**src/rtl/mips_pipe_pkg.sv**
```systemverilog
// mips_pipe_pkg
// Shared definitions for the five-stage MIPS pipeline control logic.
//   - T_W / tval_t : width and type of Tnew/Tuse timing values
//   - fwd_sel_e    : Decode forwarding mux encodings (FWD_RF, FWD_M, FWD_W, FWD_E)
//   - MULT_CYCLES_DEF / DIV_CYCLES_DEF : default mult/div busy lengths
//   - regMatch()   : "stage X writes register r" test (r0 never matches)
package mips_pipe_pkg;

    localparam int T_W = 2;
    typedef logic [T_W-1:0] tval_t;

    typedef enum logic [1:0] {
        FWD_RF = 2'd0,
        FWD_M  = 2'd1,
        FWD_W  = 2'd2,
        FWD_E  = 2'd3
    } fwd_sel_e;

    localparam int MULT_CYCLES_DEF = 5;
    localparam int DIV_CYCLES_DEF  = 10;

    function automatic logic regMatch(input logic       regWrite,
                                      input logic [4:0] writeReg,
                                      input logic [4:0] srcReg);
        return regWrite && (writeReg == srcReg) && (srcReg != 5'd0);
    endfunction

endpackage

```
**src/rtl/md_busy_counter.sv**
```systemverilog
// md_busy_counter
// Busy countdown for the multi-cycle multiply/divide unit.
// Ports:
//   clk, reset : clock and synchronous active-high reset
//   md_startE  : mult/div instruction is in E this cycle
//   md_divE    : 1 = divide, 0 = multiply (valid with md_startE)
//   md_busy    : unit still computing (counter non-zero)
// A start seen while the counter is running is ignored; the pipeline never
// issues one because Decode is stalled while the unit is busy.
module md_busy_counter
    import mips_pipe_pkg::*;
#(
    parameter int MULT_CYCLES = MULT_CYCLES_DEF,
    parameter int DIV_CYCLES  = DIV_CYCLES_DEF
) (
    input  logic clk,
    input  logic reset,
    input  logic md_startE,
    input  logic md_divE,
    output logic md_busy
);

    localparam int MAX_CYCLES = (MULT_CYCLES > DIV_CYCLES) ? MULT_CYCLES : DIV_CYCLES;
    localparam int CNT_W      = $clog2(MAX_CYCLES + 1);

    logic [CNT_W-1:0] md_cnt;

    always_ff @(posedge clk) begin
        if (reset) begin
            md_cnt <= '0;
        end else if (md_startE && (md_cnt == '0)) begin
            md_cnt <= md_divE ? CNT_W'(DIV_CYCLES) : CNT_W'(MULT_CYCLES);
        end else if (md_cnt != '0) begin
            md_cnt <= md_cnt - 1'b1;
        end
    end

    assign md_busy = (md_cnt != '0);

endmodule

```
**src/rtl/hazard_ctrl.sv**
```systemverilog
// hazard_ctrl
// Central stall/forward scheduler for the five-stage MIPS pipeline.
// Compares Decode source registers and their Tuse with the Tnew/destination
// of the E, M and W pipeline registers to decide stall, E flush and Decode
// forwarding, and owns the mult/div busy countdown.
// Ports:
//   clk, reset                      : clock, synchronous active-high reset
//   rsD, rtD, Tuse_rsD, Tuse_rtD    : Decode sources and their Tuse
//   write_regE/M/W, regwriteE/M/W   : destination info per stage
//   Tnew_E, Tnew_M                  : cycles until E/M result exists
//   md_startE, md_divE, md_useD     : mult/div issue and HI/LO use
//   stallF, stallD, flushE          : pipeline register control
//   fwd_rsD, fwd_rtD                : 0 regfile, 1 M, 2 W, 3 E
//   md_busy                         : mult/div unit computing
//   stall_count                     : cumulative stall cycles, present only
//                                     when HAZARD_STALL_CNT_EN is defined
module hazard_ctrl
    import mips_pipe_pkg::*;
#(
    parameter int MULT_CYCLES = MULT_CYCLES_DEF,
    parameter int DIV_CYCLES  = DIV_CYCLES_DEF
) (
    input  logic       clk,
    input  logic       reset,
    input  logic [4:0] rsD,
    input  logic [4:0] rtD,
    input  logic [1:0] Tuse_rsD,
    input  logic [1:0] Tuse_rtD,
    input  logic [4:0] write_regE,
    input  logic [4:0] write_regM,
    input  logic [4:0] write_regW,
    input  logic       regwriteE,
    input  logic       regwriteM,
    input  logic       regwriteW,
    input  logic [1:0] Tnew_E,
    input  logic [1:0] Tnew_M,
    input  logic       md_startE,
    input  logic       md_divE,
    input  logic       md_useD,
    output logic       stallF,
    output logic       stallD,
    output logic       flushE,
    output logic [1:0] fwd_rsD,
    output logic [1:0] fwd_rtD,
    output logic       md_busy
`ifdef HAZARD_STALL_CNT_EN
    ,
    output logic [31:0] stall_count
`endif
);

    logic     matchEs, matchMs, matchWs;
    logic     matchEt, matchMt, matchWt;
    logic     dataStall;
    logic     mdStall;
    logic     stall;
    fwd_sel_e fwdRs, fwdRt;

    // Priority E > M > W; a producer only forwards once its value exists.
    function automatic fwd_sel_e fwdSel(input logic  mE,
                                        input logic  mM,
                                        input logic  mW,
                                        input tval_t tnewE,
                                        input tval_t tnewM);
        if (mE && (tnewE == '0))      return FWD_E;
        else if (mM && (tnewM == '0)) return FWD_M;
        else if (mW)                  return FWD_W;
        else                          return FWD_RF;
    endfunction

    md_busy_counter #(
        .MULT_CYCLES(MULT_CYCLES),
        .DIV_CYCLES (DIV_CYCLES)
    ) u_md_busy_counter (
        .clk      (clk),
        .reset    (reset),
        .md_startE(md_startE),
        .md_divE  (md_divE),
        .md_busy  (md_busy)
    );

    always_comb begin
        matchEs = regMatch(regwriteE, write_regE, rsD);
        matchMs = regMatch(regwriteM, write_regM, rsD);
        matchWs = regMatch(regwriteW, write_regW, rsD);
        matchEt = regMatch(regwriteE, write_regE, rtD);
        matchMt = regMatch(regwriteM, write_regM, rtD);
        matchWt = regMatch(regwriteW, write_regW, rtD);

        // Stall when the consumer needs the value before the producer has it.
        dataStall = (matchEs && (Tuse_rsD < Tnew_E)) || (matchMs && (Tuse_rsD < Tnew_M)) ||
                    (matchEt && (Tuse_rtD < Tnew_E)) || (matchMt && (Tuse_rtD < Tnew_M));

        // md_startE covers the issue cycle, before the counter has loaded.
        mdStall = md_useD && (md_busy || md_startE);
        stall   = dataStall || mdStall;

        fwdRs = fwdSel(matchEs, matchMs, matchWs, Tnew_E, Tnew_M);
        fwdRt = fwdSel(matchEt, matchMt, matchWt, Tnew_E, Tnew_M);

        stallF  = stall;
        stallD  = stall;
        flushE  = stall;
        fwd_rsD = fwdRs;
        fwd_rtD = fwdRt;

        // Hold a bubble in E and neutral forwarding while in reset.
        if (reset) begin
            stallF  = 1'b0;
            stallD  = 1'b0;
            flushE  = 1'b1;
            fwd_rsD = FWD_RF;
            fwd_rtD = FWD_RF;
        end
    end

`ifdef HAZARD_STALL_CNT_EN
    logic [31:0] stallCnt;

    always_ff @(posedge clk) begin
        if (reset) begin
            stallCnt <= '0;
        end else if (stall) begin
            stallCnt <= stallCnt + 32'd1;
        end
    end

    assign stall_count = stallCnt;
`endif

endmodule

```
**config.mk**
```make
export PLATFORM = sky130hd
export DESIGN_NAME = hazard_ctrl
export DESIGN_NICKNAME = d
export VERILOG_FILES = /design/src/rtl/mips_pipe_pkg.sv /design/src/rtl/md_busy_counter.sv /design/src/rtl/hazard_ctrl.sv
export SDC_FILE = /design/constraint.sdc
export NUM_CORES = 1
export LEC_CHECK = 0
export ABC_AREA = 0
export BUFFER_PORTS_ARGS = -buffer_cell sky130_fd_sc_hd__buf_2
export CAP_MARGIN = 40
export CORE_MARGIN = 4
export CORE_UTILIZATION = 44
export DETAILED_ROUTE_END_ITERATION = 6
export PLACE_DENSITY = 0.79
export SETUP_SLACK_MARGIN = 0.5
export SLEW_MARGIN = 20
export SYNTH_ARGS = -nofsm -noshare
export SYNTH_HDL_FRONTEND = slang
export SYNTH_HIERARCHICAL = 1
export SYNTH_SLANG_ARGS = --single-unit
```
**constraint.sdc**
```tcl
create_clock -name clk -period 2.5 [get_ports clk]
set_input_delay 0.25 -clock clk [delete_from_list [all_inputs] [get_ports clk]]
set_output_delay 0.25 -clock clk [all_outputs]
set_load 0.05 [all_outputs]
```
==> results of run 1 <==
==> power by group through the flow <==
stage	clock network [uW]	logic, uW	registers [uW]
after floorplan	0	344	122
after global placement	0	440	128
after detailed placement	0	459	131
after CTS	86.7	541	128
after global routing	95.1	650	133
final	85.8	614	131
==> per-stage QoR <==
step,hold slack [ns],instances
finish,0.392,203
detailed placement,0.523,187
global route,0.400,203
floorplan,0.307,114
global placement,0.520,187
CTS,0.378,196
==> how the worst max path moves through the flow <==
stage,startpoint,to,cells past startpoint
6_report,u_md_busy_counter/md_cnt[0]$_SDFFE_PP0P_,flushE,7
5_1_grt,rsD[2],flushE,7
4_1_cts,u_md_busy_counter/md_cnt[0]$_SDFFE_PP0P_,flushE,7
3_5_place_dp,rsD[0],flushE,7
3_3_place_gp,rsD[0],flushE,7
2_1_floorplan,u_md_busy_counter/md_cnt[0]$_SDFFE_PP0P_,flushE,6
==> layer usage <==
metal | share of wire [%] | GRT usage, % | vias up
met4 | 1.6 | 2.98 | 0
met3 | 7.4 | 6.20 | 4
met1 | 40 | 26.3 | 527
met2 | 51 | 41.7 | 58
met5 | 0 | 0 | -
li1 | - | - | 533
==> cells by family after synthesis <==
family	count (synthesis)
DFF	4
AOI/OAI and AO/OA	25
and+or+nand+nor	42
buffers and inverters	10
xor gates and xnor gates	27
adders and majority gates	6
==> layout by cell type, fill, tap and decap left out, drive strengths merged, types with 4 or more instances in the layout <==
master and n:
buf 61, xnor2 25, nand2 11, a21oi 11, nand2b 8, inv 8
nor2 7, ha 6, nand4 4, nor4b 4, dfxtp 4
==> cell type report <==
| type | count | area share, % |
|---|---|---|
| multi-input cells | 100 | 59.9 |
| well taps | 27 | 2.26 |
| clock buffers | 3 | 1.51 |
| repair buffers | 61 | 28.6 |
| flip-flops and latches | 4 | 5.53 |
| inverters | 8 | 2.18 |
==> synthesized netlist by cell type (all sizes together) <==
| library cell | count | share of area, % |
|---|---|---|
| xnor2 | 25 | 25 |
| a21oi | 11 | 6.6 |
| nand2 | 11 | 4.6 |
| inv | 8 | 3.4 |
| nand2b | 8 | 5.6 |
| nor2 | 7 | 4.1 |
| ha | 6 | 8.4 |
| dfxtp | 4 | 9.0 |
| nand4 | 4 | 2.8 |
| nor4b | 4 | 4.6 |
| a211oi | 3 | 3.7 |
| a2111o | 2 | 2.5 |
| nor3 | 2 | 1.1 |
| or4 | 2 | 2.5 |
| xor2 | 2 | 2.0 |
| a2111oi | 1 | 1.7 |
| a222oi | 1 | 1.1 |
| a31oi | 1 | 0.70 |
| buf | 1 | 0.84 |
| clkbuf | 1 | 0.42 |
| nand3 | 1 | 0.56 |
| nand3b | 1 | 0.84 |
| nor4 | 1 | 0.70 |
| o2111a | 1 | 1.3 |
| o2111ai | 1 | 0.98 |
| o211a | 1 | 1.1 |
| o211ai | 1 | 1.4 |
| o21a | 1 | 0.84 |
| o21ai | 1 | 0.56 |
| or3b | 1 | 1.3 |
==> worst reg2reg max path, stage by stage, from the launching register on <==
cell and delay, ns:
dfxtp_2 0.33, inv_4 0.07, ha_4 0.13, or3b_4 0.37
buf_4 0.14, buf_4 0.15, a21oi_2 0.16, a211oi_1 0.09
==> timing repair <==
item | CTS | global route
setup endpoints to repair | 6 | 7
pin swaps | 7 | 10
buffers inserted | 6 | 7
gates cloned | 0 | 0
resized for setup | 13 | 29
==> impl_metrics.toml, run 1 <==
[hold_path]
hold_start = "reset"
hp-class = "primary input to register"
hold_path_depth = 2
min_to = "u_md_busy_counter/md_cnt[1]$_SDFFE_PP0P_"

[drt]
wl_per_cell_um = 15.8
via_per_inst = 5.53
vias = 1122
antenna_left = 0
first_pass_iters = 6
drc_errors = 0
detail_route.wirelength_mm = 3.21
drt_iter0_markers = 17

[layout]
multi_input_area_um2 = 895
fin_area_um2 = 1490
diodes = 0
final_nets = 225
syn_to_final_growth_pct = 67.9
largest_reg_flops = 4
regMostFlops = "u_md_busy_counter/md_cnt"
final_core_util_pct = 76.9
fillers = 146
top_regs = "u_md_busy_counter/md_cnt: 4 flops"
drive_gt1_share_pct = 51.7
seqCellArea_um2 = 82.6

[critical_path]
end_kind = "output pin"
rr_endpoint = "u_md_busy_counter/md_cnt[0]$_SDFFE_PP0P_"
slowest_delay_ns = 0.37
arrival_ns = 2.00
critPathSlowestCell = "or3b_4"
critical_path_required_ns = 2.25
start_kind = "register"
reg2reg_from = "u_md_busy_counter/md_cnt[0]$_SDFFE_PP0P_"
r2r_slack_ns = 0.94
rr_worst_depth = 7
worst-path-max-fanout = 2
critical_path_class = "register to output pin"
crit_buf_inv = 2
crit_family = "simple AND/OR/NAND/NOR gates"
path_cells = "inv_4 > ha_4 > or3b_4 > o21a_1 > a2111oi_4 > nand3b_1 > buf_6"

[run]
max-cap-violations = 0

[logic_synthesis]
syn-num-nets = 161
synthAdderAreaFrac_pct = 8.44
synth_compound_gate_area_share_pct = 22.5
synth-xor-area-share_pct = 26.6
netlist_instances = 114
synth_top_family_by_area = "simple AND/OR/NAND/NOR gates"
yosysWarnings = 6
yosysSeqAreaShare_pct = 9.00
synth-seq-cells = 4
synth_cell_types = 35
synthMuxAreaShare_pct = 0
postSynthAreaPerCell_um2 = 7.80
synth-simple-area-share_pct = 28.8
syn-cell-area_um2 = 890

[global_route]
grt_pass1_vias = 1088
grtUsageTotal_pct = 22.6
grt_max_degree = 11
overflow = 0
grt_first_pass_wirelength_mm = 4.75
antenna_found_initial = 0

[place]
placed_area_um2 = 1220
place_ws_ns = 0.215
numPortBuffers = 48
gp_congestion = 0.868
hpwl_mm = 2.26

[run_status]
status = "complete, no violations"

[die]
fp.dieH_um = 53.0
start_util_pct = 45.8
core_area_um2 = 1940
ios = 49
row_count = 16
die-area_um2 = 2810
die_w_um = 53.0

[power_and_ir_drop]
power.total_uw = 831
leakage_uw = 0.000618
p_sw_share_pct = 45.7
combPwrFrac_pct = 74.0
p_sw_uw = 380
ir_drop_v = 0.000715
sequentialPowerShare_pct = 15.7
p_int_uw = 451
powerDensity_nw_per_um2 = 556
power_frac_clock_pct = 10.3

[cts]
clk_pin_slew_ns = 0.04
htreeDepth = 1
cts_num_sinks = 4
numCtsBuffers = 3
cts_tree = "yes"
cts-root-buf = "clkbuf_4"
clockBufferDepth = 2
cts_hold_buf = 0
clk_latency_ns = 0.24

[timing]
finClkSkew_ns = 0.00209
setup_viol = 0
rsz0062_at_grt = "true"
worst_pin_slew_ns = 0.562
min_period_ns = 2.25
period_share_pct = 89.8
tns_ns = 0
slew_violations = 0
hold_viol = 0
setup_slack_ns = 0.254
fmax_ghz = 0.445
maxSlewHeadroom_pct = 62.0
(Power assumes the default switching activity.)
==> inputs of run 2 (changes only) <==
--- a/config.mk
+++ b/config.mk
@@ -5,13 +5,14 @@
 export SDC_FILE = /design/constraint.sdc
 export NUM_CORES = 1
 export LEC_CHECK = 0
-export ABC_AREA = 0
+export ABC_AREA = 1
+export ABC_CLOCK_PERIOD_IN_PS = 2500
 export BUFFER_PORTS_ARGS = -buffer_cell sky130_fd_sc_hd__buf_2
 export CAP_MARGIN = 40
 export CORE_MARGIN = 4
-export CORE_UTILIZATION = 44
+export CORE_UTILIZATION = 46
 export DETAILED_ROUTE_END_ITERATION = 6
-export PLACE_DENSITY = 0.79
+export PLACE_DENSITY = 0.8
 export SETUP_SLACK_MARGIN = 0.5
 export SLEW_MARGIN = 20
 export SYNTH_ARGS = -nofsm -noshare
==> run 2 against run 1 <==
Against the previous run: register-to-register slack gained 0.43 ns; cell area shrank 11%; critical path depth did not move; clock power fell by 7.9%; sequential share of layout area increased by 0.48 points; critical path type unchanged; highest routed layer unchanged.
==> impl_metrics.toml, run 2 <==
[die]
core_area_um2 = 2020
die_w_um = 55.1
row_count = 16
die-area_um2 = 3030
fp.dieH_um = 55.1
ios = 49
start_util_pct = 50.4

[timing]
hold_viol = 0
finClkSkew_ns = 0.00228
setup_viol = 0
rsz0062_at_grt = "false"
period_share_pct = 74.6
setup_slack_ns = 0.635
slew_violations = 0
tns_ns = 0
fmax_ghz = 0.536
min_period_ns = 1.86
worst_pin_slew_ns = 0.257
maxSlewHeadroom_pct = 83.0

[logic_synthesis]
ys_async_sr_fraction_pct = 0
syn-num-nets = 240
synth_edf_count = 0
syn-cell-area_um2 = 1020
yosysSeqAreaShare_pct = 7.86
yosysWarnings = 6
synthTopCellsByArea = "nand2_1 24%, inv_1 10%, dfxtp_1 7.9%"
synth_most_common_cell = "nand2_1"
dominantRegCellSynth = "dfxtp_1"
synth_top_area_share_pct = 23.6
synth.largest_area_cell = "nand2_1"
synth_common_cells = "64 x nand2_1, 27 x inv_1, 13 x a21oi_1"
synth-seq-cells = 4
synth_cell_types = 20
netlist_instances = 193
postSynthAreaPerCell_um2 = 5.28

[hold_path]
hold_start = "reset"
hp-class = "primary input to register"

[global_route]
grt_first_pass_wirelength_mm = 4.56
antenna_found_initial = 0
grt_max_degree = 10
grt_pass1_vias = 1180
grtUsageTotal_pct = 19.8
overflow = 0

[critical_path]
arrival_ns = 1.61
endpoint = "flushE"
slowest_delay_ns = 0.34
critical_path_required_ns = 2.25
rr_worst_depth = 5
reg2reg_from = "u_md_busy_counter/md_cnt[1]$_SDFFE_PP0P_"
crit_start = "u_md_busy_counter/md_cnt[2]$_SDFFE_PP0P_"
critical_path_class = "register to output pin"
crit_buf_inv = 1
cp.depth = 7
end_kind = "output pin"
r2r_slack_ns = 1.37
worst-path-max-fanout = 6
start_kind = "register"
rr_endpoint = "u_md_busy_counter/md_cnt[3]$_SDFFE_PP0P_"
crit_family = "simple AND/OR/NAND/NOR gates"
critPathSlowestCell = "dfxtp_1"
path_cells = "nor2_2 > nand2_2 > o21ai_1 > nand3_2 > nor2_4 > nand2_1 > clkbuf_4"

[drt]
wl_per_cell_um = 10.7
first_pass_iters = 4
vias = 1326
detail_route.wirelength_mm = 2.89
antenna_left = 0
drt_iter0_markers = 29
drc_errors = 0
via_per_inst = 4.91

[power_and_ir_drop]
p_sw_uw = 346
p_sw_share_pct = 52.3
powerDensity_nw_per_um2 = 496
sequentialPowerShare_pct = 16.6
ir_drop_v = 0.000493
power_frac_clock_pct = 12.0
combPwrFrac_pct = 71.4
p_int_uw = 315
leakage_uw = 0.000764

[layout]
regMostFlops = "u_md_busy_counter/md_cnt"
drive_gt1_share_pct = 32.9
final_common_cell = "nand2_1"
final_nets = 292
top_regs = "u_md_busy_counter/md_cnt: 4 flops"
layout_common_cells = "64 x nand2_1, 47 x buf_2, 26 x inv_1"
syn_to_final_growth_pct = 30.8
largest_reg_flops = 4
diodes = 0

[cts]
clockBufferDepth = 2
htreeDepth = 1
clk_pin_slew_ns = 0.04
cts_tree = "yes"
clk_latency_ns = 0.23
cts-root-buf = "clkbuf_4"
numCtsBuffers = 3
cts_num_sinks = 4
cts_hold_buf = 0

[place]
gp_congestion = 0.813
numPortBuffers = 48
hpwl_mm = 2.55
place_ws_ns = 0.699

[run_status]
status = "complete, no violations"

[run]
max-cap-violations = 0
[run 2: cells by family after synthesis]
kind of cell	after synthesis	share of synthesized area, %
xor+xnor	8	6.88
compound gates	23	12.4
buf+inv	41	15.5
simple gates	111	50.0
flops	4	7.86
fa+ha+maj	6	7.37
[run 2: through the flow]
stage / hold slack [ns] / util [%] / area, um^2 / cells / power, uW
final: 0.328 / 65.9 / 1330 / 270 / 661
after global routing: 0.339 / 65.9 / 1330 / 270 / 731
after CTS: 0.319 / 65.0 / 1320 / 270 / 638
after global placement: 0.483 / 63.8 / 1290 / 267 / 543
after detailed placement: 0.481 / 63.8 / 1290 / 267 / 552
after floorplan: 0.319 / - / 1020 / 193 / 434
[run 2: repair_timing]
action | 4_1_cts | 5_1_grt
buffers inserted | 0 | 0
endpoints found under the setup margin | 3 | 3
gates resized for setup | 2 | 4
[run 2: power groups by stage]
stage | clock, uW | combinational, uW | sequential [uW]
floorplan | 0 | 330 | 104
global placement | 0 | 437 | 106
detailed placement | 0 | 444 | 108
CTS | 82.3 | 448 | 107
global route | 85.6 | 532 | 113
finish | 79.0 | 472 | 110
[run 2: cell type report]
type | instances | area (um^2)
fillers | 202 | 689
well taps | 27 | 33.8
clock buffers | 3 | 22.5
multi-input cells | 148 | 803
repair buffers | 48 | 243
flip-flops and latches | 4 | 80.1
inverters | 40 | 150
[run 2: how the worst min path moves through the flow]
| stage | slack, ns | depth (start not counted) | to |
|---|---|---|---|
| final | 0.33 | 2 | u_md_busy_counter/md_cnt[2]$_SDFFE_PP0P_ |
| after global routing | 0.34 | 2 | u_md_busy_counter/md_cnt[2]$_SDFFE_PP0P_ |
| after CTS | 0.32 | 2 | u_md_busy_counter/md_cnt[2]$_SDFFE_PP0P_ |
| after detailed placement | 0.48 | 2 | u_md_busy_counter/md_cnt[1]$_SDFFE_PP0P_ |
| after global placement | 0.48 | 2 | u_md_busy_counter/md_cnt[1]$_SDFFE_PP0P_ |
| after floorplan | 0.32 | 1 | u_md_busy_counter/md_cnt[1]$_SDFFE_PP0P_ |
[run 2: layer usage]
layer  up-vias  wire length, um  track usage (%)
met4         0               19             1.21
li1        710                -                -
met5         -                0                0
met2        43             1430             37.6
met3         2              167             2.14
met1       571             1280             24.7
